File: src/rtl/demux4_stream.sv
// Registered 1-to-4 stream demultiplexer: one input channel steered by sel into
// four independently back-pressured single-entry output channels, with counters.
module demux4_stream #(
    parameter int WIDTH = 4,
    parameter int CNT_W = 8
) (
    input  logic             clk,
    input  logic             rst_n,
    input  logic             en,
    input  logic [1:0]       sel,
    input  logic [WIDTH-1:0] in_data,
    input  logic             in_valid,
    output logic             in_ready,
    output logic [WIDTH-1:0] out_data0,
    output logic [WIDTH-1:0] out_data1,
    output logic [WIDTH-1:0] out_data2,
    output logic [WIDTH-1:0] out_data3,
    output logic [3:0]       out_valid,
    input  logic [3:0]       out_ready,
    output logic [CNT_W-1:0] dlv_cnt0,
    output logic [CNT_W-1:0] dlv_cnt1,
    output logic [CNT_W-1:0] dlv_cnt2,
    output logic [CNT_W-1:0] dlv_cnt3,
    output logic [CNT_W-1:0] drop_cnt
);

    logic [3:0]       free;
    logic [3:0]       drain;
    logic [3:0]       load;
    logic             accept;
    logic [WIDTH-1:0] data_q [4];
    logic [CNT_W-1:0] dlv_q  [4];
    logic [CNT_W-1:0] drop_q;

    // A channel is free when empty or being drained this same cycle.
    assign free     = ~out_valid | out_ready;
    assign drain    = out_valid & out_ready;
    assign in_ready = !en || free[sel];
    assign accept   = in_valid && in_ready;

    always_comb begin
        load = 4'b0000;
        if (accept && en) begin
            load[sel] = 1'b1;
        end
    end

    always_ff @(posedge clk or negedge rst_n) begin
        if (!rst_n) begin
            out_valid <= 4'b0000;
            for (int k = 0; k < 4; k++) begin
                data_q[k] <= '0;
                dlv_q[k]  <= '0;
            end
        end else begin
            for (int k = 0; k < 4; k++) begin
                // Refill wins over drain so a same-cycle drain+refill stays valid.
                if (load[k]) begin
                    out_valid[k] <= 1'b1;
                    data_q[k]    <= in_data;
                end else if (drain[k]) begin
                    out_valid[k] <= 1'b0;
                end
                if (drain[k]) begin
                    dlv_q[k] <= dlv_q[k] + CNT_W'(1);
                end
            end
        end
    end

    always_ff @(posedge clk or negedge rst_n) begin
        if (!rst_n) begin
            drop_q <= '0;
        end else if (accept && !en && (drop_q != {CNT_W{1'b1}})) begin
            drop_q <= drop_q + CNT_W'(1);
        end
    end

    assign out_data0 = data_q[0];
    assign out_data1 = data_q[1];
    assign out_data2 = data_q[2];
    assign out_data3 = data_q[3];
    assign dlv_cnt0  = dlv_q[0];
    assign dlv_cnt1  = dlv_q[1];
    assign dlv_cnt2  = dlv_q[2];
    assign dlv_cnt3  = dlv_q[3];
    assign drop_cnt  = drop_q;

endmodule

File: config.mk
export PLATFORM = sky130hd
export DESIGN_NAME = demux4_stream
export DESIGN_NICKNAME = d
export VERILOG_FILES = /design/src/rtl/demux4_stream.sv
export SDC_FILE = /design/constraint.sdc
export NUM_CORES = 1
export LEC_CHECK = 0
export BUFFER_PORTS_ARGS = -buffer_cell sky130_fd_sc_hd__buf_2
export CELL_PAD_IN_SITES_DETAIL_PLACEMENT = 1
export CELL_PAD_IN_SITES_GLOBAL_PLACEMENT = 1
export CORE_MARGIN = 5
export CORE_UTILIZATION = 35
export CTS_CLUSTER_SIZE = 20
export DETAILED_ROUTE_END_ITERATION = 8
export PLACE_DENSITY_LB_ADDON = 0.08
export SYNTH_ARGS = -nofsm -noshare
export SYNTH_HDL_FRONTEND = slang
export SYNTH_SLANG_ARGS = --single-unit
export TNS_END_PERCENT = 50
File: constraint.sdc
create_clock -name clk -period 1.4 [get_ports clk]
set_input_delay 0.21 -clock clk [delete_from_list [all_inputs] [get_ports clk]]
set_output_delay 0.21 -clock clk [all_outputs]
set_load 0.02 [all_outputs]
* After elaboration in Yosys (flattened, before gate mapping)
Index checks and enable logic that the tools add are counted.
Storage, ports and cells: bits in registers 60, output and inout bits 61, logic and storage cells 48
Cells by class: add/sub/neg operators 5, magnitude comparators 2, equality and inequality tests 1, mux-type cells 13, bitwise operators 3, reduce and logical (&&, ||, !) cells 11
Operator list (count):
- $add 8x1->8 const B | 5
- $mux 1 | 10
- $ne 8x8->1 const B | 1
- $reduce_bool 2->1 | 4
- $logic_and 1x1->1 | 5
- $and 4x4->4 | 1
- $mux 4 | 1
- $not 4->4 | 1
- $or 4x4->4 | 1
- $lt 2x3->1 const B | 1
- $bmux 1 s2 | 1
- $demux 1 s2 | 1
- $ge 2x1->1 const B | 1
- $logic_not 1->1 | 1
- $logic_or 1x1->1 | 1

* Logic depth before layout (Yosys ltp)
word-level depth 9, gate-level depth with buffers 4, depth with buffers taken out 4

* Worst setup path after synthesis
OpenSTA, ideal clock, no wires.
path kind reg-to-reg, start reg out_valid[1], end reg data_q (netlist bit out_data1[0]), library setup time 125 ps, arrival 1539 ps, data required time 1275 ps, setup slack -264 ps, cell stages (with the launch flop) 5, buffers on the path 1, period minus slack after synthesis 1664 ps, cell sequence dfrtp_1 > nor2b_1 > or4b_1 > buf_2 > mux2_4
Between the ends: cells in the longest elaborated chain, start to end 8
Ends and longest elaborated chain:
- start: declaration | RTL line 18 | output logic [3:0] out_valid,
- start signal: assignment | RTL line 50 | out_valid <= 4'b0000;
- start signal: indexed assignment | RTL line 59 | out_valid[k] <= 1'b1;
- start signal: indexed assignment | RTL line 62 | out_valid[k] <= 1'b0;
- $not 4->4 | RTL line 36 | assign free = ~out_valid | out_ready;
- $or 4x4->4 | RTL line 36
- $bmux 1 s2 | RTL line 38 | assign in_ready = !en || free[sel];
- $mux 1 (implied by the code) | RTL line 38
- $logic_or 1x1->1 | RTL line 38
- $logic_and 1x1->1 | RTL line 39 | assign accept = in_valid && in_ready;
- $logic_and 1x1->1 | RTL line 43 | if (accept && en) begin
- $mux 4 | RTL line 43
- end signal: indexed assignment | RTL line 60 | data_q[k] <= in_data;
- end: declaration | RTL line 31 | logic [WIDTH-1:0] data_q [4];
Every way passes these cells. The select of a mux whose other input is x is not followed. A chain may end at the register's enable or synchronous reset.

* Worst setup path after layout
start reg out_valid[1], end out in_ready
Between the ends: cells in the longest elaborated chain, start to end 5
Ends and longest elaborated chain:
- $not 4->4 | RTL line 36
- $or 4x4->4 | RTL line 36
- $bmux 1 s2 | RTL line 38
- $mux 1 (implied by the code) | RTL line 38
- $logic_or 1x1->1 | RTL line 38
- end: declaration | RTL line 13 | output logic in_ready,
Every way passes these cells. The select of a mux whose other input is x is not followed.

==> run metrics <==
share of cells above drive strength 1=0.488; average via count per standard cell=4.63; Leak Pwr=1.82 nW; most frequently used flop master after synthesis=dfrtp_1; combinational group share of total power=0.327; synthesized netlist net count=230; Starting DRT DRC Count=29; Inst Count DP=402; number of global-route vias before repair=2037; Routed Wire Length=6070 um; most common cell after layout, fill and taps aside=buf_2; Post-Syn Area per Cell=12.4 um^2; Total Die Area=9310 um^2; residual antenna-violating net count after detailed routing=0; critical register-to-register path startpoint=out_valid[1]$_DFFE_PN0P_; maximum number of pins on one net before global-route repair=61; core area=7250 um^2; leading cell types in the layout, fill and taps excluded=73 x buf_2, 55 x dfrtp_1, 21 x buf_4; worst path setup slack after routing=-410 ps; Remaining Overflow, GRT=0; top-level I/O count=75; endpoint required time on the critical path=1190 ps; insertion delay of the later-clocked pin in the worst-skew pair=320 ps; max capacitance violation total=0; CP max-delay cell=mux4_2; wire length of the first global-routing pass=10000 um; net switching power=2.11 mW; maximum clock path buffer count=2; R2R Setup Slk=-370 ps; area of the mapped netlist=2620 um^2; Power per Cell Area=1600 nW/um^2; count of unresolved DRC violations after routing=0; async set-reset flop share out of synthesis=1.00; global router's overall resource usage=0.142; number of flip-flops and latches in the synthesized netlist=60; HPWL after DPL=4510 um; site row count=31; number of failing setup endpoints in the final timing report=6; number of nets in the final layout=338; H-tree level count=3; critical path class=reg2out; number of standard cells in the layout, taps in and fillers out=423; total number of clock tree sinks=60; maximum cell stage delay along the critical path=460 ps; crit-path cells=nor2b_4 > buf_6 > mux4_2 > nand2_2 > buf_6; count of pins over their slew limit=0; number of cells on the worst reg-to-reg path=5; clock tree from TritonCTS=yes; capturing instance or port of the critical path=in_ready; final worst-path cycle share=1.29; sequential fraction of design power=0.442; largest fanout on the critical path=2; TritonCTS Buffers=9; Post-Syn Instances=211; Routed wire per std cell=14.3 um; final weighted congestion of routability-driven global placement=0.757; yosys warns=0; clock transition at the registers of the reported paths=70 ps; category of the worst setup path launch point=register; buffers added on ports=74; cell seen most often among critical-path stages=buf_6; number of different library cells in the post-synthesis netlist=32; sw frac=0.367; Crit. Startpoint=out_valid[1]$_DFFE_PN0P_; number of search-and-repair iterations in the first detailed-routing pass=4; Slew HR=0.784; initial cell density of the core=0.361; sequential area share after synthesis=0.574; DR vias=1958; Worst-Margin Slew=324 ps; clock root buffer master=clkbuf_8; number of enable-type register cells in the synthesized netlist=0; maximum achievable frequency=553 MHz; failing checks=negative setup slack; result of the run=finished with violations; chip width=96.5 um; kind of end point of the critical path=output pin; Final Hold Fails=0; number of antenna violations at the first check in global routing=0; arrival time at the worst endpoint=1600 ps; capture instance of the worst register-to-register path=out_data1[1]$_DFFE_PN0P_; Hold WC Path Type=in2reg; clock share of power=0.231; maximum vdd drop=984 uV; skew final=7.74 ps; Layout Area Growth over Synthesis=37.2%; die boundary height=96.5 um; Min Clock Period, post-route=1810 ps; diodes inserted=0; setup tns final=-1940 ps; internal power consumption=3.64 mW; unrepaired setup endpoints after global routing=yes
-- logic make-up after synthesis --
logic type      after synthesis  synth area share
simple gates                 77             0.158
buf+inv                       9            0.0134
flops                        60             0.574
compound gates                5            0.0129
xor+xnor                     30             0.100
mux                          25             0.118
fa+ha+maj                     5            0.0239
-- power by group through the flow --
stage | Clock, mW | Sequential [mW] | Combinational (mW)
2_1_floorplan | 0 | 3.03 | 0.643
3_3_place_gp | 0 | 2.57 | 1.86
3_5_place_dp | 0 | 2.57 | 1.89
4_1_cts | 1.40 | 2.55 | 1.91
5_1_grt | 1.49 | 2.62 | 2.08
6_report | 1.33 | 2.54 | 1.88
-- registers in the layout, indices dropped and copies added, names as in the netlist --
signal,count
dlv_cnt0,8
out_data2,4
drop_cnt,8
out_valid,4
out_data0,4
dlv_cnt1,8
dlv_cnt2,8
out_data1,4
dlv_cnt3,8
out_data3,4
-- final cells by class --
type	instances	area, um^2
sequential	60	1510
timing repair buffer	100	598
clock inverter	5	27.5
fill	831	3660
multi-input combinational	142	1170
inverter	6	22.5
clock buffer	11	141
tap	99	124
-- worst max-delay path: cells and delay by family, from the launching register on --
kind	cells	cell delay (ps)
DFF	1	400
muxes	1	460
buffers and inverters	2	210
and+or+nand+nor	2	210
-- repair_timing --
item                                   4_1_cts  5_1_grt
pin swaps                                    2        4
hold buffers                                 1        0
setup endpoints to repair                   15       15
endpoints found under the hold margin       60        0
buffers inserted                             2        3
gates resized for setup                      9        3
-- metal layers --
layer,share of wire,up-vias,global-route usage,routed length (um)
met5,0,-,0,0
met4,0.0094,0,0.0561,57
met3,0.068,5,0.0488,413
met2,0.44,50,0.206,2690
met1,0.48,964,0.195,2910
li1,-,939,-,-
-- stage by stage --
step / setup WS (ps) / instance area [um^2] / total power [mW] / util / hold WS, ps
floorplan: -233 / 2700 / 3.67 / - / -85.6
global route: -468 / 3590 / 6.19 / 0.495 / 170
detailed placement: -271 / 3340 / 4.45 / 0.461 / 246
global placement: -222 / 3340 / 4.43 / 0.461 / 251
CTS: -437 / 3570 / 5.85 / 0.492 / 162
finish: -410 / 3590 / 5.75 / 0.495 / 181
-- cells in the mapped netlist (3+ instances only) --
| cell | instances | area share |
|---|---|---|
| dfrtp_1 | 60 | 0.57 |
| mux2_2 | 20 | 0.086 |
| nand2_1 | 17 | 0.024 |
| xnor2_1 | 17 | 0.057 |
| xor2_1 | 13 | 0.043 |
| nand3_1 | 12 | 0.023 |
| nor2_1 | 10 | 0.014 |
| nand4_1 | 8 | 0.019 |
| nor3_1 | 7 | 0.013 |
| inv_1 | 6 | 0.0086 |
| ha_1 | 5 | 0.024 |
| nor2b_1 | 5 | 0.012 |
| mux2_4 | 4 | 0.023 |
| nand2b_1 | 4 | 0.0096 |
| and3_1 | 3 | 0.0072 |
-- worst min path at each step --
stage                from                  endpoint  slack, ps  depth (start not counted)
2_1_floorplan       rst_n   dlv_cnt0[0]$_DFFE_PN0P_        -90                          0
3_3_place_gp        rst_n   dlv_cnt3[7]$_DFFE_PN0P_        250                          2
3_5_place_dp        rst_n   dlv_cnt3[6]$_DFFE_PN0P_        250                          2
4_1_cts        in_data[1]  out_data2[1]$_DFFE_PN0P_        160                          2
5_1_grt        in_data[1]  out_data2[1]$_DFFE_PN0P_        170                          2
6_report       in_data[0]  out_data1[0]$_DFFE_PN0P_        180                          2
Power figures use the tool's default switching activity.
